===== src/rtl/rgb_fade_pkg.sv =====
// Shared register map, bit positions and FSM state type for the RGB fade sequencer.
package rgb_fade_pkg;
  localparam int DUTY_W_DEF   = 12;
  localparam int PERIOD_W_DEF = 24;

  localparam logic [3:0] ADDR_TGT_R  = 4'd0;
  localparam logic [3:0] ADDR_TGT_G  = 4'd1;
  localparam logic [3:0] ADDR_TGT_B  = 4'd2;
  localparam logic [3:0] ADDR_PERIOD = 4'd3;
  localparam logic [3:0] ADDR_CTRL   = 4'd4;
  localparam logic [3:0] ADDR_STATUS = 4'd5;
  localparam logic [3:0] ADDR_CUR_R  = 4'd6;
  localparam logic [3:0] ADDR_CUR_G  = 4'd7;
  localparam logic [3:0] ADDR_CUR_B  = 4'd8;

  localparam int CTRL_START = 0;
  localparam int CTRL_ABORT = 1;
  localparam int STAT_BUSY  = 0;
  localparam int STAT_DONE  = 1;

  typedef enum logic {IDLE = 1'b0, FADE = 1'b1} fade_state_e;
endpackage


===== src/rtl/rgb_fade_sequencer_channel.sv =====
// One colour channel: holds the live duty and walks it one LSB per tick toward its target.
module fade_channel #(
  parameter int DUTY_W = 12
) (
  input  logic              clk,
  input  logic              rst,
  input  logic              tick,
  input  logic              load_now,
  input  logic [DUTY_W-1:0] target,
  output logic [DUTY_W-1:0] duty,
  output logic              at_target
);
  logic [DUTY_W-1:0] duty_q, duty_d;

  // Stepping only toward the target means the value can never wrap.
  always_comb begin
    duty_d = duty_q;
    if (load_now) begin
      duty_d = target;
    end else if (tick) begin
      if (duty_q < target) begin
        duty_d = duty_q + DUTY_W'(1);
      end else if (duty_q > target) begin
        duty_d = duty_q - DUTY_W'(1);
      end
    end
  end

  always_ff @(posedge clk or posedge rst) begin
    if (rst) begin
      duty_q <= '0;
    end else begin
      duty_q <= duty_d;
    end
  end

  assign duty = duty_q;
  // Looks at the post-edge value so the top can finish on the same edge as the last step.
  assign at_target = (duty_d == target);
endmodule


===== src/rtl/rgb_fade_sequencer.sv =====
// Avalon-MM fade sequencer ramping three PWM duty words toward software targets.
// state | meaning
// IDLE  | duties static, waiting for start
// FADE  | step counter running, channels step on each terminal count
module rgb_fade_sequencer
  import rgb_fade_pkg::*;
#(
  parameter int DUTY_W   = DUTY_W_DEF,
  parameter int PERIOD_W = PERIOD_W_DEF
) (
  input  logic              clk,
  input  logic              rst,
  input  logic [3:0]        avs_address,
  input  logic              avs_read,
  input  logic              avs_write,
  input  logic [31:0]       avs_writedata,
  output logic [31:0]       avs_readdata,
  output logic [DUTY_W-1:0] duty_red,
  output logic [DUTY_W-1:0] duty_green,
  output logic [DUTY_W-1:0] duty_blue,
  output logic              busy,
  output logic              fade_done
);
  fade_state_e state_q, state_d;

  logic [2:0][DUTY_W-1:0] tgt_q, tgt_d, shadow_q, shadow_d, ch_target, duty;
  logic [PERIOD_W-1:0]    period_q, period_d, per_sh_q, per_sh_d, cnt_q, cnt_d;
  logic                   done_sticky_q, done_sticky_d, fade_done_q, fade_done_d;
  logic [31:0]            rdata_q, rdata_d;
  logic [2:0]             at_tgt;
  logic                   ctrl_wr, start_req, abort_req, load_now, tick, complete;
  logic                   wdata_unused;

  assign ctrl_wr   = avs_write && (avs_address == ADDR_CTRL);
  assign abort_req = ctrl_wr && avs_writedata[CTRL_ABORT];
  assign start_req = ctrl_wr && avs_writedata[CTRL_START] && !avs_writedata[CTRL_ABORT];
  assign load_now  = start_req && (period_q == '0);
  // A start or abort owns the edge; the step counter only ticks on an otherwise quiet cycle.
  assign tick      = (state_q == FADE) && !start_req && !abort_req && (cnt_q == '0);
  assign ch_target = start_req ? tgt_q : shadow_q;
  assign complete  = (start_req || tick) && (&at_tgt);
  assign wdata_unused = ^avs_writedata[31:PERIOD_W];

  for (genvar g = 0; g < 3; g++) begin : g_ch
    fade_channel #(.DUTY_W(DUTY_W)) u_ch (
      .clk       (clk),
      .rst       (rst),
      .tick      (tick),
      .load_now  (load_now),
      .target    (ch_target[g]),
      .duty      (duty[g]),
      .at_target (at_tgt[g])
    );
  end

  always_ff @(posedge clk or posedge rst) begin
    if (rst) begin
      state_q <= IDLE;
    end else begin
      state_q <= state_d;
    end
  end

  always_comb begin
    state_d = state_q;
    if (abort_req || complete) begin
      state_d = IDLE;
    end else if (start_req) begin
      state_d = FADE;
    end
  end

  always_comb begin
    busy      = (state_q == FADE);
    fade_done = fade_done_q;
  end

  always_comb begin
    tgt_d         = tgt_q;
    period_d      = period_q;
    done_sticky_d = done_sticky_q;
    shadow_d      = start_req ? tgt_q : shadow_q;
    per_sh_d      = start_req ? period_q : per_sh_q;
    cnt_d         = cnt_q;
    if (start_req) begin
      cnt_d = period_q - PERIOD_W'(1);
    end else if (state_q == FADE) begin
      cnt_d = (cnt_q == '0) ? per_sh_q - PERIOD_W'(1) : cnt_q - PERIOD_W'(1);
    end
    if (avs_write) begin
      case (avs_address)
        ADDR_TGT_R:  tgt_d[0] = avs_writedata[DUTY_W-1:0];
        ADDR_TGT_G:  tgt_d[1] = avs_writedata[DUTY_W-1:0];
        ADDR_TGT_B:  tgt_d[2] = avs_writedata[DUTY_W-1:0];
        ADDR_PERIOD: period_d = avs_writedata[PERIOD_W-1:0];
        ADDR_STATUS: if (avs_writedata[STAT_DONE]) done_sticky_d = 1'b0;
        default: ;
      endcase
    end
    // Completion beats a same-edge W1C clear.
    if (complete) begin
      done_sticky_d = 1'b1;
    end
    fade_done_d = complete;
  end

  always_comb begin
    rdata_d = '0;
    if (avs_read) begin
      case (avs_address)
        ADDR_TGT_R:  rdata_d = 32'(tgt_q[0]);
        ADDR_TGT_G:  rdata_d = 32'(tgt_q[1]);
        ADDR_TGT_B:  rdata_d = 32'(tgt_q[2]);
        ADDR_PERIOD: rdata_d = 32'(period_q);
        ADDR_STATUS: begin
          rdata_d[STAT_BUSY] = busy;
          rdata_d[STAT_DONE] = done_sticky_q;
        end
        ADDR_CUR_R:  rdata_d = 32'(duty[0]);
        ADDR_CUR_G:  rdata_d = 32'(duty[1]);
        ADDR_CUR_B:  rdata_d = 32'(duty[2]);
        default: ;
      endcase
    end
  end

  always_ff @(posedge clk or posedge rst) begin
    if (rst) begin
      tgt_q         <= '0;
      shadow_q      <= '0;
      period_q      <= '0;
      per_sh_q      <= '0;
      cnt_q         <= '0;
      done_sticky_q <= 1'b0;
      fade_done_q   <= 1'b0;
      rdata_q       <= '0;
    end else begin
      tgt_q         <= tgt_d;
      shadow_q      <= shadow_d;
      period_q      <= period_d;
      per_sh_q      <= per_sh_d;
      cnt_q         <= cnt_d;
      done_sticky_q <= done_sticky_d;
      fade_done_q   <= fade_done_d;
      rdata_q       <= rdata_d;
    end
  end

  assign duty_red     = duty[0];
  assign duty_green   = duty[1];
  assign duty_blue    = duty[2];
  assign avs_readdata = rdata_q;
endmodule


===== config.mk =====
export PLATFORM = sky130hd
export DESIGN_NAME = rgb_fade_sequencer
export DESIGN_NICKNAME = d
export VERILOG_FILES = /design/src/rtl/rgb_fade_pkg.sv /design/src/rtl/rgb_fade_sequencer_channel.sv /design/src/rtl/rgb_fade_sequencer.sv
export SDC_FILE = /design/constraint.sdc
export NUM_CORES = 1
export LEC_CHECK = 0
export ABC_CLOCK_PERIOD_IN_PS = 12000
export CAP_MARGIN = 20
export CORE_MARGIN = 2
export CORE_UTILIZATION = 45
export CTS_CLUSTER_SIZE = 14
export DETAILED_ROUTE_END_ITERATION = 6
export SETUP_SLACK_MARGIN = 0.02
export SLEW_MARGIN = 0
export SYNTH_ARGS = -nofsm -noshare
export SYNTH_HDL_FRONTEND = slang
export SYNTH_SLANG_ARGS = --single-unit

===== constraint.sdc =====
create_clock -name clk -period 12 [get_ports clk]
set_input_delay 1.2 -clock clk [delete_from_list [all_inputs] [get_ports clk]]
set_output_delay 1.2 -clock clk [all_outputs]
set_load 0.005 [all_outputs]

# Word-level counts from Yosys, hierarchy flattened
# Index checks and enable logic that the tools add are counted.
# op_classes
add_sub_neg	9
n_lt_le_gt_ge	6
n_eq_ne	11
n_mux	25
reduce_logical	28
# ops
cell	n
one-hot mux 22 bit (7 select lines)	1
two-way mux 12 bit	12
two-way mux 24 bit	4
subtractor 24 x 1 -> 24 bit, second input constant	3
logical NOT 24 bit	2
adder 12 x 1 -> 12 bit, second input constant	3
equality test 12 bit	3
> comparator 12 bit	3
< comparator 12 bit	3
two-way mux 36 bit	1
subtractor 12 x 1 -> 12 bit, second input constant	3
equality test 4 x 3 -> 1 bit, second input constant	4
one-hot mux 2 bit (8 select lines)	1
nonzero test 2 bit	5
logical AND 1 bit	9
equality test 4 x 2 -> 1 bit, second input constant	2
AND reduction 2 bit	4
two-way mux 1 bit	6
AND reduction 3 bit	2
equality test 4 x 1 -> 1 bit, second input constant	1
equality test 4 bit, second input constant	1
logical NOT 4 bit	1
logical NOT 1 bit	3
logical OR 1 bit	2
# totals
reg_bits	215
in_bits	40
output_inout_bits	70

# Logic depth before layout (Yosys ltp)
# Gate-level depths: netlist of the first run.
# logic_depth
ltp_word	15
ltp_mapped	25
depth_no_buf	18

# Modules after synthesis
# A second synthesis of the first run with hierarchy kept.
# unflattened
cells_unflattened	1382
area_unflattened_um2	12746.0
# by_module_without_submodules
module	instances	cells_each	area_each_um2
rgb_fade_sequencer	1	806	8117.8
fade_channel	3	192	1542.7

# Worst setup path before layout of the first run
# OpenSTA, ideal clock, no wires.
# synth_path
path_kind	in2reg
from	input port avs_writedata[0]
to	register state_q, in the netlist busy
setup_ns	0.119
arrival_ns	6.156
path_slack_ns	5.725
cell_stages	22
path_cell_list	and3b_1 -> buf_2 -> nand2_2 -> buf_2 -> buf_1 -> clkbuf_1 -> clkbuf_1 -> mux2i_1 -> ha_1 -> and3_1 -> a221o_1 -> a21oi_1 -> o21ai_1 -> a211oi_2 -> buf_4 -> nor4_1 -> o211ai_1 -> nand4_1 -> a2111o_1 -> a2111oi_4 -> nand4_2 -> o21a_1
# synth_via
elab_chain_len	13
# synth_lines
element	line	source
start, declared	rgb_fade_sequencer.sv:16	input logic [31:0] avs_writedata,
logical AND 1 bit (*) (2 in series)	rgb_fade_sequencer.sv:36	assign start_req = ctrl_wr && avs_writedata[CTRL_START] && !avs_writedata[CTRL_ABORT];
two-way mux 36 bit / logical NOT 1 bit (equally long branches)	n/a	
> comparator 12 bit / logical AND 1 bit (equally long branches)	rgb_fade_sequencer_channel.sv:23, rgb_fade_sequencer.sv:39	
two-way mux 12 bit / logical AND 1 bit (equally long branches)	rgb_fade_sequencer_channel.sv:23, rgb_fade_sequencer.sv:39	
two-way mux 12 bit / logical AND 1 bit (equally long branches)	rgb_fade_sequencer_channel.sv:21, rgb_fade_sequencer.sv:39	
two-way mux 12 bit	rgb_fade_sequencer_channel.sv:20	end else if (tick) begin
two-way mux 12 bit	rgb_fade_sequencer_channel.sv:18	if (load_now) begin
equality test 12 bit	rgb_fade_sequencer_channel.sv:39	assign at_target = (duty_d == target);
AND reduction 3 bit	rgb_fade_sequencer.sv:41	assign complete = (start_req || tick) && (&at_tgt);
logical AND 1 bit	rgb_fade_sequencer.sv:41	
logical OR 1 bit	rgb_fade_sequencer.sv:66	if (abort_req || complete) begin
two-way mux 1 bit / nonzero test 2 bit (equally long branches)	n/a	
end signal, assigned	rgb_fade_sequencer.sv:60	state_q <= state_d;
end, declared	rgb_fade_sequencer.sv:24	fade_state_e state_q, state_d;
# Every way passes the cells marked *; elsewhere a longest branch is shown, timed or not.
# A chain may end at the register's enable or synchronous reset.

# Worst setup path after layout of the first run
# layout_path
from	input port avs_address[1]
to	register fade_done_q, in the netlist fade_done
# layout_via
elab_chain_len	13
# layout_lines
element	line	source
start, declared	rgb_fade_sequencer.sv:13	input logic [3:0] avs_address,
equality test 4 x 3 -> 1 bit (*)	rgb_fade_sequencer.sv:34	assign ctrl_wr = avs_write && (avs_address == ADDR_CTRL);
logical AND 1 bit (*)	rgb_fade_sequencer.sv:34	
logical AND 1 bit (2 in series)	rgb_fade_sequencer.sv:36	
two-way mux 36 bit / logical NOT 1 bit (equally long branches)	n/a	
> comparator 12 bit / logical AND 1 bit (equally long branches)	rgb_fade_sequencer_channel.sv:23, rgb_fade_sequencer.sv:39	
two-way mux 12 bit / logical AND 1 bit (equally long branches)	rgb_fade_sequencer_channel.sv:23, rgb_fade_sequencer.sv:39	
two-way mux 12 bit / logical AND 1 bit (equally long branches)	rgb_fade_sequencer_channel.sv:21, rgb_fade_sequencer.sv:39	
two-way mux 12 bit	rgb_fade_sequencer_channel.sv:20	
two-way mux 12 bit	rgb_fade_sequencer_channel.sv:18	
equality test 12 bit	rgb_fade_sequencer_channel.sv:39	
AND reduction 3 bit	rgb_fade_sequencer.sv:41	
logical AND 1 bit (*)	rgb_fade_sequencer.sv:41	
via complete	rgb_fade_sequencer.sv:31	logic ctrl_wr, start_req, abort_req, load_now, tick, complete;
end signal, assigned	rgb_fade_sequencer.sv:144	fade_done_q <= fade_done_d;
end, declared	rgb_fade_sequencer.sv:28	logic done_sticky_q, done_sticky_d, fade_done_q, fade_done_d;
# The timed path passes the listed nets; every way through them passes the cells marked *.

==> summary.md, run 1 <==
| Metric | Value |
|---|---|
| Outcome | finished, final reports clean |
| Row count | 62 |
| Die H | 174 um |
| Hold WS | 0.473 ns |
| Crit path kind | input port to flop |
| Post-CTS sizing | 0 |
| CTS tree | done |
| RSZ-0062 raised after global routing | false |
| All-layer global routing usage | between 30% and 40% |
| Initial antenna violation count | 1 |
| Layout area overhead | 15.9% |
| Sequential power share | 36.7% |
| Drt drc | 0 |
| Final GP Congestion | roughly 0.93 |
| DR WL/cell | 24.5 um |
| Initial DRT Pass Iterations | 6 |
| LEAKAGE | 0.00674 uW |
| GR Layer Usage met1 | 41.5% |
| I/O Buffers | 93 |
| Post-Syn Instances | around 1400 |
| Initial core utilization | a little under half |
| Crit-path cells | clkdlybuf4s50_1 -> nor4b_4 -> nand2_2 -> buf_4 -> mux2i_1 -> ha_1 -> nor3b_1 -> o221ai_1 -> o211ai_1 -> o211a_1 -> a211o_1 -> a2111oi_0 -> o22ai_1 -> a2111oi_4 -> nand4_2 -> a211oi_2 |
| FILL cells | roughly 2700 |
| Final Cycle Share | 65.7% |
| Peak Freq | 127 MHz |
| Synthesized flop and latch total | 207 |
| Post-synth top flop | dfrtp_1 |
| Remaining Overflow, GRT | 0 |
| Finished Core Util | 52.7% |
| Via/cell ratio | approximately 6.1 |
| GRT met2 Usage | between 40 and 50% |
| Async S/R FF share, synth | between 90% and 100% |
| Gate power share | roughly a third |
| Worst hold path class | flop to flop |
| Root buffer cell | clkbuf_16 |
| CP arrival | 8.32 ns |
| Core Box Area | 28500 sq um |
| Met3 usage | around 5.1% |
| Peak VDD IR | 0.111 mV |
| First-pass GRT wire length | between 60000 and 70000 um |
| Drt initial violations | 1207 |
| Clock skew | 0.0183 ns |
| Worst-margin pin slew | 1.06 ns |
| Leading cell type in the layout, fill and taps excluded | dfrtp_1 |
| Hpwl dp | 33000 um |
| Max transition margin | 29.0% |
| Avg Synthesized Cell Area | 9.23 sq um |
| Cell area power density | 177 nW/um^2 |
| Cts hold-fix bufs | 0 |
| Worst setup EP type | flop |
| CTS Buf Count | 26 |
| Die area | 30200 sq um |
| Via count | about 11000 |
| Max-cap check violation count | 0 |
| Sequential area share after synthesis | 39.9% |
| Fin crit period | 7.89 ns |
| Critical-path top delay cell | a2111oi_0 |
| Setup bufs post-CTS | 0 |
| Clk buf depth | 3 |
| Grt peak-use layer | met2 |
| Fraction of layout cells with a size suffix above 1 | between 10% and 20% |
| Cell internal pwr | 1640 uW |
| Post-synth EDFFs | 0 |
| Yosys Warn Count | 0 |
| Synthesized cell area | roughly 13000 sq um |
| Most frequent cells in the layout | dfrtp_1 (207), nand2_1 (189), clkdlybuf4s50_1 (93) |
| Final Setup Violations | 0 |
| Clk pwr share | 28.9% |
| Slowest cell delay on critical path | 0.94 ns |
| Worst r2r path cells | 11 |
| Fin nets | 1542 |
| Netlist cell types | 88 |
| Critical path startpoint category | input port |
| Htree depth | 1 |
| Largest net degree at the start of global routing | 133 |
| Total chip power | 2670 uW |
| TNS Setup | 0 ns |
| I/O Pins | 110 |
| Total clock sinks | 207 |
| Clock-pin slew on the worst setup and hold paths | 0.06 ns |
| Psw | between 1000 and 1500 uW |
| Final hold vios | 0 |
| Switch share | ~39% |
| Clk_lat worst skew | 0.56 ns |
| Total wire length | 45600 um |
| Final Max Slew Viols | 0 |
| Die W | approximately 170 um |
| Antenna viol nets, final | 0 |
| Worst Path Max Fanout | 43 |
| Vias in the first global route | approximately 11000 |
| Hold path depth | 2 |
| Required @ worst endpoint | 12.43 ns |
-- critical path, delay by kind of cell --
family	cells	cell delay [ns]
muxes	1	0.48
buffers and inverters	2	1.24
adders and majority gates	1	0.37
and+or+nand+nor	4	1.84
AOI/OAI and AO/OA	8	3.12
-- synth_stat cells, drive strengths merged (7+ instances only) --
cell type / number / area (sq um)
and3: 32 / 200
nand3: 49 / 263
mux2i: 44 / 440
and2: 16 / 100
o21ai: 81 / 420
nor4: 27 / 169
o31ai: 8 / 60.1
a222oi: 8 / 80.1
a211oi: 12 / 115
dfrtp: 207 / 5180
xor2: 23 / 201
or3: 16 / 105
o21a: 25 / 188
and4: 7 / 61.3
nand2: 190 / 716
nor2: 69 / 262
ha: 39 / 488
a21o: 7 / 60.1
nor3: 42 / 215
a31oi: 28 / 175
nand2b: 9 / 56.3
clkbuf: 58 / 218
nand4b: 7 / 61.3
inv: 47 / 176
nand4: 29 / 188
xnor2: 54 / 473
nor2b: 7 / 43.8
buf: 36 / 221
a22oi: 29 / 223
a21oi: 49 / 245
mux2: 68 / 766
-- stage by stage --
step	area, sq um	std cells	worst slack [ns]
CTS	15000	1863	4.28
global placement	14200	1818	3.65
detailed placement	14200	1818	3.72
global route	15000	1864	3.79
floorplan	13000	1413	5.15
finish	15000	1865	4.11
-- cells by family (layout without fill, tap and decap cells) --
| logic type | Yosys count | after routing | share of synthesized area, % |
|---|---|---|---|
| other | 1 | 9 | 0.0289 |
| adders and majority gates | 39 | 39 | 3.76 |
| xor gates and xnor gates | 80 | 80 | 5.72 |
| and+or+nand+nor | 522 | 522 | 20.3 |
| buffers and inverters | 141 | 208 | 4.74 |
| muxes | 112 | 112 | 9.29 |
| DFF | 207 | 207 | 39.9 |
| AOI/OAI and AO/OA | 304 | 304 | 16.3 |
-- layout make-up --
type / instances / area [sq um] / area share, %
multi-input combinational: 1065 / 7260 / 48.2
clock inverter: 8 / 85.1 / 0.565
clock buffer: 37 / 752 / 5.00
sequential: 207 / 5180 / 34.4
antenna: 1 / 2.50 / 0.0166
tap: 384 / 480 / 3.19
timing repair buffer: 116 / 1110 / 7.36
inverter: 47 / 184 / 1.22
-- path summary, 6_finish.rpt --
check	end	start	slack, ns
worst max register to register	fade_done$_DFF_PP0_	cnt_q[19]$_DFFE_PP0P_	6.58
worst min-delay path	per_sh_q[5]$_DFFE_PP0P_	per_sh_q[5]$_DFFE_PP0P_	0.47
worst min register to register	per_sh_q[5]$_DFFE_PP0P_	per_sh_q[5]$_DFFE_PP0P_	0.47
max in group asynchronous	period_q[21]$_DFFE_PP0P_	rst	9.25
worst max-delay path	fade_done$_DFF_PP0_	avs_address[1]	4.11
min in group asynchronous	avs_readdata[0]$_DFF_PP0_	rst	1.25
-- routing by layer --
metal	vias up	routed length, um	share of wire, %
met2	476	20500	45
li1	5220	-	-
met1	5570	19300	42
met3	110	3580	7.9
met4	0	2230	4.9
met5	-	0	0
-- power groups by stage --
stage	combinational [uW]	clock, uW	sequential, uW
after floorplan	670	0	898
after global placement	894	0	982
after detailed placement	904	0	982
after CTS	908	784	973
after global routing	996	808	992
final	917	771	979
-- registers in the layout, summed over array words and instances, names as in the netlist, 24 cells and up --
register,flops
cnt_q,24
shadow_q,36
g_ch.u_ch.duty,36
avs_readdata,24
tgt_q,36
per_sh_q,24
period_q,24
Note: power is estimated with default switching activity, not from simulation.
==> run 2: changes to the inputs <==
- ABC_CLOCK_PERIOD_IN_PS: 12000 -> 6870
- PLACE_DENSITY: not set -> 0.67
- clock period: 12 -> 6.87 ns (I/O delays scaled with it)
==> summary.md, run 2 (synthesized netlist as in run 1, its figures left out) <==
| Metric | Value |
|---|---|
| R2R Setup Slk | 1.54 ns (was 6.58 ns) |
| Fin crit period | 5.91 ns |
| Core Box Area | 28500 sq um (unchanged) |
| Htree depth | 1 (unchanged) |
| Clock skew | 0.0190 ns (was 0.0183 ns) |
| Final GP Congestion | 1.00 (was 0.934) |
| Placed insts | 1837 (was 1818) |
| Die H | 174 um (unchanged) |
| Layout area overhead | 17.5% (was 15.9%) |
| Hpwl dp | 32000 um (was 33000 um) |
| Cts hold-fix bufs | 0 (unchanged) |
| Post-placement cell area | 14400 sq um (was 14200 sq um) |
| Worst Setup SP | avs_address[2] (was avs_address[1]) |
| ANT cells | 0 (was 1) |
| Final instance area | 15300 sq um (was 15000 sq um) |
| Total wire length | 43900 um (was 45600 um) |
| TNS Setup | 0 ns (unchanged) |
| Required @ worst endpoint | 7.29 ns (was 12.43 ns) |
| Peak Freq | 169 MHz |
| Most frequent cells in the layout | dfrtp_1 (207), nand2_1 (189), clkdlybuf4s50_1 (93) (unchanged) |
| Root buffer cell | clkbuf_16 (unchanged) |
| Outcome | finished, final reports clean (unchanged) |
| Initial antenna violation count | 1 (unchanged) |
| Die area | 30200 sq um (unchanged) |
| Final non-filler cell total | 1883 (was 1865) |
| Largest net degree at the start of global routing | 149 (was 133) |
| Final Max Slew Viols | 0 (unchanged) |
| RSZ-0062 raised after global routing | false (unchanged) |
| Drt drc | 0 (unchanged) |
| Final hold vios | 0 (unchanged) |
| Setup bufs post-CTS | 0 (unchanged) |
| Worst Path Max Fanout | 11 (was 43) |
| First-pass GRT wire length | 67700 um (was 69300 um) |
| Post-CTS sizing | 0 (unchanged) |
| Worst setup EP type | flop (unchanged) |
| Vias in the first global route | 11300 (was 11000) |
| Max transition margin | 20.3% (was 29.0%) |
| Final Setup Violations | 0 (unchanged) |
| Row count | 62 (unchanged) |
| Drt initial violations | 1276 (was 1207) |
| Initial DRT Pass Iterations | 5 (was 6) |
| Remaining Overflow, GRT | 0 (unchanged) |
| Clock-pin slew on the worst setup and hold paths | 0.06 ns (about the same) |
| Die W | 174 um (unchanged) |
| Peak VDD IR | 0.164 mV (was 0.111 mV) |
| Via count | 11600 (was 11400) |
| All-layer global routing usage | 28.9% (was 30.2%) |
| CTS Buf Count | 24 (was 26) |
| Reg-to-Reg Start | cnt_q[1]$_DFFE_PP0P_ (was cnt_q[19]$_DFFE_PP0P_) |
| I/O Buffers | 93 (unchanged) |
| FILL cells | 2665 (was 2710) |
| Fin nets | 1560 (was 1542) |
| Worst-margin pin slew | 1.19 ns (was 1.06 ns) |
| Dpl ws | 0.510 ns (was 3.72 ns) |
| Clk buf depth | 3 (unchanged) |
| Total clock sinks | 207 (unchanged) |
| Clk_lat worst skew | 0.54 ns (was 0.56 ns) |
| Max-cap check violation count | 0 (unchanged) |
| Critical path startpoint category | input port (unchanged) |
| Crit path kind | input port to flop (unchanged) |
| Fraction of layout cells with a size suffix above 1 | 12.3% (was 11.2%) |
| Final Cycle Share | 86.1% |
| Hold WS | 0.474 ns (was 0.473 ns) |
| CTS tree | done (unchanged) |
| Via/cell ratio | 6.17 (was 6.10) |
| Worst r2r dst | fade_done$_DFF_PP0_ (unchanged) |
| Initial core utilization | 45.5% (unchanged) |
| Worst r2r path cells | 13 (was 11) |
| DR WL/cell | 23.3 um (was 24.5 um) |
| Worst hold path class | flop to flop (unchanged) |
| Cell area power density | 307 nW/um^2 (was 177 nW/um^2) |
| Final WS setup | 0.957 ns (was 4.11 ns) |
| Antenna viol nets, final | 0 (unchanged) |
| LEAKAGE | 0.00686 uW (was 0.00674 uW) |
| Leading cell type in the layout, fill and taps excluded | dfrtp_1 (unchanged) |
| I/O Pins | 110 (unchanged) |
| CP arrival | 6.34 ns (was 8.32 ns) |
| End of the critical path | fade_done$_DFF_PP0_ (unchanged) |
[run 2: critical path, stage by stage]
cell and delay (ns):
clkdlybuf4s50_1 0.75, or4b_1 0.57, nor2_4 0.33, buf_12 0.20, mux2i_1 0.25, ha_1 0.28, and4_1 0.25, o221ai_1 0.11
o211ai_1 0.15, o211a_1 0.19, a211oi_2 0.52, buf_4 0.26, o21ai_0 0.13, xnor2_1 0.24, xnor2_1 0.18, nor4_1 0.58
nand4_2 0.28, a211oi_2 0.37
[run 2: stage by stage]
step,util (%),power (uW)
floorplan,-,2740
global placement,50.3,3300
detailed placement,50.4,3330
CTS,53.3,4680
global route,53.4,4930
finish,53.4,4690
[run 2: area by class of cell]
cell class	count	area, sq um	share of cell area (%)
multi-input cells	1065	7250	47.5
flip-flops and latches	207	5180	34.0
repair buffers	136	1330	8.73
clock buffers	38	733	4.81
well taps	384	480	3.15
inverters	47	184	1.21
clock inverters	6	97.6	0.640
[run 2: how the worst min path moves through the flow]
stage	start	endpoint	slack [ns]	cells after the start
2_1_floorplan	shadow_q[14]$_DFF_PP0_	shadow_q[14]$_DFF_PP0_	0.44	2
3_3_place_gp	per_sh_q[3]$_DFFE_PP0P_	per_sh_q[3]$_DFFE_PP0P_	0.46	2
6_report	shadow_q[14]$_DFF_PP0_	shadow_q[14]$_DFF_PP0_	0.47	2
4_1_cts	per_sh_q[16]$_DFFE_PP0P_	per_sh_q[16]$_DFFE_PP0P_	0.48	2
3_5_place_dp	shadow_q[14]$_DFF_PP0_	shadow_q[14]$_DFF_PP0_	0.46	2
5_1_grt	per_sh_q[22]$_DFFE_PP0P_	per_sh_q[22]$_DFFE_PP0P_	0.49	2
[run 2: metal layers]
layer | up-vias | part of all wire, % | GRT usage (%)
met4 | 2 | 3.8 | 10.4
met3 | 109 | 9.2 | 5.81
met1 | 5666 | 41 | 39.5
li1 | 5259 | - | -
met2 | 581 | 46 | 45.8
met5 | - | 0.096 | 0
[run 2: where the power goes]
group	switching, uW	internal (uW)
logic	945	693
registers	289	1420
clock network	534	808
total	1770	2920
==> run 3: changes to the inputs <==
- REMOVE_ABC_BUFFERS: not set -> 1
- SYNTH_HIERARCHICAL: not set -> 1
==> summary.md, run 3 <==
| Metric | Value |
|---|---|
| Final Setup Violations | 0 (unchanged) |
| Top area cells in the synthesized netlist | dfrtp_1 (41%), nand2_1 (8.4%), mux2_2 (6.1%) (was dfrtp_1 (40%), mux2_2 (5.9%), nand2_1 (5.5%)) |
| Antenna viol nets, final | 0 (unchanged) |
| Drt drc | 0 (unchanged) |
| Die W | 172 um (was 174 um) |
| Peak Freq | 167 MHz (was 169 MHz) |
| Row count | 61 (was 62) |
| Required @ worst endpoint | 7.29 ns (about the same) |
| Remaining Overflow, GRT | 0 (unchanged) |
| Final hold vios | 0 (unchanged) |
| Final Cycle Share | 87.1% (was 86.1%) |
| Final Max Slew Viols | 0 (unchanged) |
| Hpwl dp | 25700 um (was 32000 um) |
| Fin nets | 1539 (was 1560) |
| DR WL/cell | 18.8 um (was 23.3 um) |
| First-pass GRT wire length | 56100 um (was 67700 um) |
| Worst-margin pin slew | 1.04 ns (was 1.19 ns) |
| I/O Buffers | 93 (unchanged) |
| CP arrival | 6.40 ns (was 6.34 ns) |
| Max transition margin | 30.7% (was 20.3%) |
| Yosys Warn Count | 6 (was 0) |
| Synth area leader | dfrtp_1 (unchanged) |
| I/O Pins | 110 (unchanged) |
| Cts hold-fix bufs | 0 (unchanged) |
| CTS tree | done (unchanged) |
| Drt initial violations | 723 (was 1276) |
| Worst hold path class | flop to flop (unchanged) |
| Clk_lat worst skew | 0.54 ns (about the same) |
| Total wire length | 34900 um (was 43900 um) |
| Synthesized flop and latch total | 207 (unchanged) |
| CTS Buf Count | 24 (unchanged) |
| RSZ-0062 raised after global routing | false (unchanged) |
| Root buffer cell | clkbuf_16 (unchanged) |
| Most frequent cells in the layout | nand2_1 (284), dfrtp_1 (207), clkdlybuf4s50_1 (93) (was dfrtp_1 (207), nand2_1 (189), clkdlybuf4s50_1 (93)) |
| Max-cap check violation count | 0 (unchanged) |
| Via/cell ratio | 5.65 (was 6.17) |
| Yosys top cell area share | 40.6% (was 39.9%) |
| Clock skew | 0.0312 ns (was 0.0190 ns) |
| Worst setup EP type | flop (unchanged) |
| Post-synth top flop | dfrtp_1 (unchanged) |
| Crit path kind | input port to flop (unchanged) |
| Setup bufs post-CTS | 0 (unchanged) |
| Initial DRT Pass Iterations | 5 (unchanged) |
| Clock-pin slew on the worst setup and hold paths | 0.06 ns (about the same) |
| Count leader, synth | nand2_1 (was dfrtp_1) |
| Initial antenna violation count | 1 (unchanged) |
| Layout area overhead | 16.6% (was 17.5%) |
| Core Box Area | 27900 sq um (was 28500 sq um) |
| Slowest cell delay on critical path | 0.66 ns (was 0.75 ns) |
| Die H | 172 um (was 174 um) |
| Post-CTS sizing | 0 (unchanged) |
| Total clock sinks | 207 (unchanged) |
| Vias in the first global route | 10300 (was 11300) |
| All-layer global routing usage | 24.2% (was 28.9%) |
| Crit-path cells | clkdlybuf4s50_1 -> or4b_1 -> nor2_4 -> buf_4 -> nand2_1 -> nand2_1 -> inv_1 -> ha_1 -> a21oi_1 -> a211oi_1 -> buf_4 -> nor3_2 -> mux2_2 -> xor2_1 -> a211oi_1 -> and4_1 -> a41o_1 -> nand3_1 -> a21oi_1 -> nor2_1 (was clkdlybuf4s50_1 -> or4b_1 -> nor2_4 -> buf_12 -> mux2i_1 -> ha_1 -> and4_1 -> o221ai_1 -> o211ai_1 -> o211a_1 -> a211oi_2 -> buf_4 -> o21ai_0 -> xnor2_1 -> xnor2_1 -> nor4_1 -> nand4_2 -> a211oi_2) |
| Netlist cell types | 81 (was 88) |
| Commonest cells in the netlist | nand2_1 (284), dfrtp_1 (207), mux2_2 (69) (was dfrtp_1 (207), nand2_1 (189), o21ai_0 (74)) |
| Synthesized cell area | 12700 sq um (was 13000 sq um) |
| Worst Path Max Fanout | 20 (was 11) |
| Sequential area share after synthesis | 40.6% (was 39.9%) |
| Total chip power | 3990 uW (was 4690 uW) |
| Post-synth EDFFs | 0 (unchanged) |
| Peak VDD IR | 0.174 mV (was 0.164 mV) |
| Die area | 29700 sq um (was 30200 sq um) |
| TNS Setup | 0 ns (unchanged) |
| Leading cell type in the layout, fill and taps excluded | nand2_1 (was dfrtp_1) |
| Post-Syn Instances | 1382 (was 1406) |
| Fraction of layout cells with a size suffix above 1 | 12.8% (was 12.3%) |
| Fin crit period | 5.99 ns (was 5.91 ns) |
| Async S/R FF share, synth | 100% (unchanged) |
| Outcome | finished, final reports clean (unchanged) |
| Cell area power density | 269 nW/um^2 (was 307 nW/um^2) |
| Htree depth | 1 (unchanged) |
| Critical path startpoint category | input port (unchanged) |
| Avg Synthesized Cell Area | 9.22 sq um (was 9.23 sq um) |
| Initial core utilization | 45.8% (was 45.5%) |
| Clk buf depth | 3 (unchanged) |
| Via count | 10500 (was 11600) |
| Critical-path top delay cell | or4b_1 (was clkdlybuf4s50_1) |
| FILL cells | 2510 (was 2665) |
| LEAKAGE | 0.00653 uW (was 0.00686 uW) |
| Final GP Congestion | 0.917 (was 1.00) |
| Largest net degree at the start of global routing | 125 (was 149) |
## run 3: metal layers
metal | track usage, % | vias to the layer above | part of all wire, %
li1 | - | 5017 | -
met1 | 32.2 | 5043 | 43
met2 | 40.4 | 324 | 47
met3 | 2.79 | 79 | 5.3
met4 | 9.79 | 0 | 4.1
met5 | 0 | - | 0
## run 3: logic make-up after synthesis
kind of cell,after synthesis,synth area share [%]
AO/OA/AOI/OAI,243,13.1
flip-flops,207,40.6
buffers and inverters,138,4.80
other,1,0.0294
AND/OR/NAND/NOR,577,22.8
multiplexers,98,8.57
adder cells (fa/ha/maj),43,4.22
XOR/XNOR,75,5.80
## run 3: stage by stage
step | hold slack (ns) | std cells | util, % | setup WS (ns) | area, sq um
CTS | 0.469 | 1849 | 53.2 | 0.927 | 14800
finish | 0.468 | 1852 | 53.4 | 0.884 | 14900
detailed placement | 0.452 | 1807 | 50.3 | 0.422 | 14000
floorplan | 0.432 | 1307 | - | 1.41 | 12400
global route | 0.505 | 1850 | 53.3 | 0.462 | 14900
global placement | 0.444 | 1807 | 50.3 | 0.403 | 14000
## run 3: worst max-delay path: cells and delay by family
kind / cells / cell delay [ns]
AOI/OAI and AO/OA: 5 / 1.16
xor gates and xnor gates: 1 / 0.17
adders and majority gates: 1 / 0.34
buffers and inverters: 4 / 1.19
muxes: 1 / 0.45
and+or+nand+nor: 8 / 2.41
## run 3: final timing paths
path                                                from                        end  slack (ns)  cells past startpoint
worst max register to register      cnt_q[6]$_DFFE_PP0P_           busy$_DFFE_PP0P_        1.51                     17
worst max-delay path                      avs_address[2]           busy$_DFFE_PP0P_        0.88                     20
max in group asynchronous                            rst    period_q[8]$_DFFE_PP0P_        5.10                      3
min in group asynchronous                            rst  done_sticky_q$_DFFE_PP0P_        0.77                      2
worst min register to register  per_sh_q[13]$_DFFE_PP0P_   per_sh_q[13]$_DFFE_PP0P_        0.47                      2
worst min-delay path            per_sh_q[13]$_DFFE_PP0P_   per_sh_q[13]$_DFFE_PP0P_        0.47                      2
## run 3: layout make-up
type | count | area (sq um) | area share (%)
multi-input combinational | 1044 | 6990 | 47.0
sequential | 207 | 5180 | 34.8
timing repair buffer | 123 | 1180 | 7.91
clock buffer | 32 | 661 | 4.44
tap | 378 | 473 | 3.18
inverter | 56 | 215 | 1.45
clock inverter | 10 | 165 | 1.11
antenna | 2 | 5.00 | 0.0337
## run 3: power breakdown
part	internal (uW)	leakage, uW	switching [uW]
Clock	825	0.000406	504
Combinational	467	0.00344	549
Sequential	1420	0.00269	233
Total	2710	0.00653	1290
==> RTL edit, RTL diff (settings of run 3) <==
The package constant `DUTY_W_DEF` goes from 12 to 14.
--- a/src/rtl/rgb_fade_pkg.sv
+++ b/src/rtl/rgb_fade_pkg.sv
@@ -2,3 +2,3 @@
 package rgb_fade_pkg;
-  localparam int DUTY_W_DEF   = 12;
+  localparam int DUTY_W_DEF   = 14;
   localparam int PERIOD_W_DEF = 24;
Ports: changed (resized duty_blue, duty_green and duty_red); port bits go from 110 to 116. The function was not compared with the original's and may differ.
==> RTL edit against run 3 <==
- the flow now finishes with violations (design-rule violations)
- via count increased by 21%
- synthesized area up 14%
- total power is 12% higher
- wire length grew 29%
- sequential cell count up 18
- design area is 13% higher
- setup slack improved by 0.057 ns
- sequential power increased by 7%
- sequential share of layout area down 1.4 points
==> RTL edit: results (changes against run 3) <==
Outcome:
- The flow ran to the end, but the final reports show violations.
- The checks that failed: design-rule violations.

Logic synthesis:
- By count the netlist is led by 332 x nand2_1, 225 x dfrtp_1, 89 x o21ai_0.
- The complex-gate fraction of the synthesized area is 15.1% (+2.0 points).
- The number of distinct library cells after synthesis is 91 (+12%).
- The adder-cell area share of the yosys netlist is 4.22% (about the same).
- The xor and xnor area share after synthesis is 6.10% (+0.30 points).
- The mean area per synthesized cell is 9.03 um2 (-2.1%).
- After synthesis, the cell types taking the most area are dfrtp_1 39%, nand2_1 8.6%, mux2_2 6.1%.
- The portion of netlist area occupied by mux cells is 7.92% (-0.65 points).

Drt:
- The total wire length after detailed routing was 44.9 mm (+29%).
- The DRC violations left is 22 (+22).
- The initial DRC count is 1,234 (+71%).
- The routed wirelength normalized by instance count is 21.3 um (+13%).
- The via density per instance came to 6.00 (+6.1%).

Global route:
- The maximum number of pins on one net before global-route repair came to 137 (+9.6%).
- The routing usage on met1 is 38.5% (+6.3 points).
- The via count of the first global-routing pass is 12,300 (+20%).
- The global-route met2 utilization came to 42.3% (+1.9 points).

Layout:
- The number of nets at the end of the flow came to 1,775 (+15%).
- The fraction of final layout cells sized beyond drive strength 1 is 13.1% (+0.24 points).
- The antenna cell count is 0 (-2).

Timing:
- The worst clock skew on the final layout was 0.00893 ns (-0.0223 ns).
- The slew at the pin closest to its max-slew limit is 0.989 ns (-0.0487 ns).

Placement:
- The post-detailed-placement half-perimeter wirelength is 32.4 mm (+26%).
- The routability congestion estimate came to 0.911 (-0.60%).
- The minimum setup slack after placement is 0.442 ns (+0.0194 ns).
- The number of input and output port buffers inserted is 99 (+6.5%).

CTS:
- The number of buffers created by CTS came to 25 (+4.2%).

Worst setup path:
- The top fanout value on the critical path is 40 (+100%).
- The arrival time reported for the critical path endpoint is 6.36 ns (-0.04 ns).

Power:
- The leakage dissipation is 7.18 nW (+9.9%).
RTL edit: cell count changes in the layout (fill, tap and decap cells not counted), sizes merged, moves of 18 or more:
cell / delta
o21ai: +24
xnor2: +21
or4: +18
dfrtp: +18
nand2: +50
RTL edit: cells by family (layout without fill, tap and decap cells):
logic type	Yosys count	count (layout)
XOR/XNOR	98	98
other	1	8
multiplexers	100	100
AND/OR/NAND/NOR	662	662
AO/OA/AOI/OAI	308	308
adder cells (fa/ha/maj)	49	49
buffers and inverters	165	255
flip-flops	225	225
RTL edit: final timing paths:
kind	startpoint	to	slack (ns)	depth (start not counted)
worst min-delay path	per_sh_q[9]	per_sh_q[9]	0.46	2
worst max register to register	cnt_q[0]	busy	1.67	17
min in group asynchronous	rst	g_ch[2].u_ch/duty[10]	0.94	2
worst min register to register	per_sh_q[9]	per_sh_q[9]	0.46	2
max in group asynchronous	rst	tgt_q[17]	4.60	3
worst max-delay path	avs_address[1]	busy	0.94	20
RTL edit: layout make-up:
class / instances / area (um2)
repair buffers: 142 / 1330
clock buffers: 33 / 696
inverters: 67 / 259
clock inverters: 13 / 258
well taps: 402 / 503
fillers: 2886 / 14800
flip-flops and latches: 225 / 5630
multi-input cells: 1225 / 8140
RTL edit: per-layer routing:
layer	vias to the layer above	share of wire [%]	wire [um]
met5	-	0.020	9
li1	5875	-	-
met4	2	3.2	1450
met2	473	45	20300
met1	6196	45	20300
met3	89	6.3	2830
RTL edit: worst max-delay path, cell delays in order:
cell             delay [ns]
clkdlybuf4s50_1        0.53
nor3b_4                0.54
and2_2                 0.28
buf_12                 0.21
nand2_1                0.08
nand2_1                0.22
inv_1                  0.12
ha_1                   0.33
nand4_1                0.14
or4_1                  0.74
nand2b_1               0.26
nor3_1                 0.11
and2_1                 0.22
a211o_1                0.30
a221oi_1               0.31
nand4_1                0.21
o41ai_2                0.39
buf_4                  0.21
o2111ai_1              0.18
and3_1                 0.25
RTL edit: metrics by stage:
step / hold WS (ns) / power, mW / TNS, ns / area, um2
2_1_floorplan: 0.432 / 2.52 / -48.94 / 14000
3_3_place_gp: 0.442 / 2.90 / 0 / 15900
3_5_place_dp: 0.450 / 2.93 / 0 / 15900
4_1_cts: 0.462 / 4.48 / 0 / 16800
5_1_grt: 0.478 / 4.71 / 0 / 16800
6_report: 0.464 / 4.49 / 0 / 16800
RTL edit: where the power goes:
| group | switching (mW) | internal [mW] |
|---|---|---|
| clock network | 0.578 | 0.979 |
| registers | 0.226 | 1.53 |
| logic | 0.652 | 0.517 |
| total | 1.46 | 3.03 |
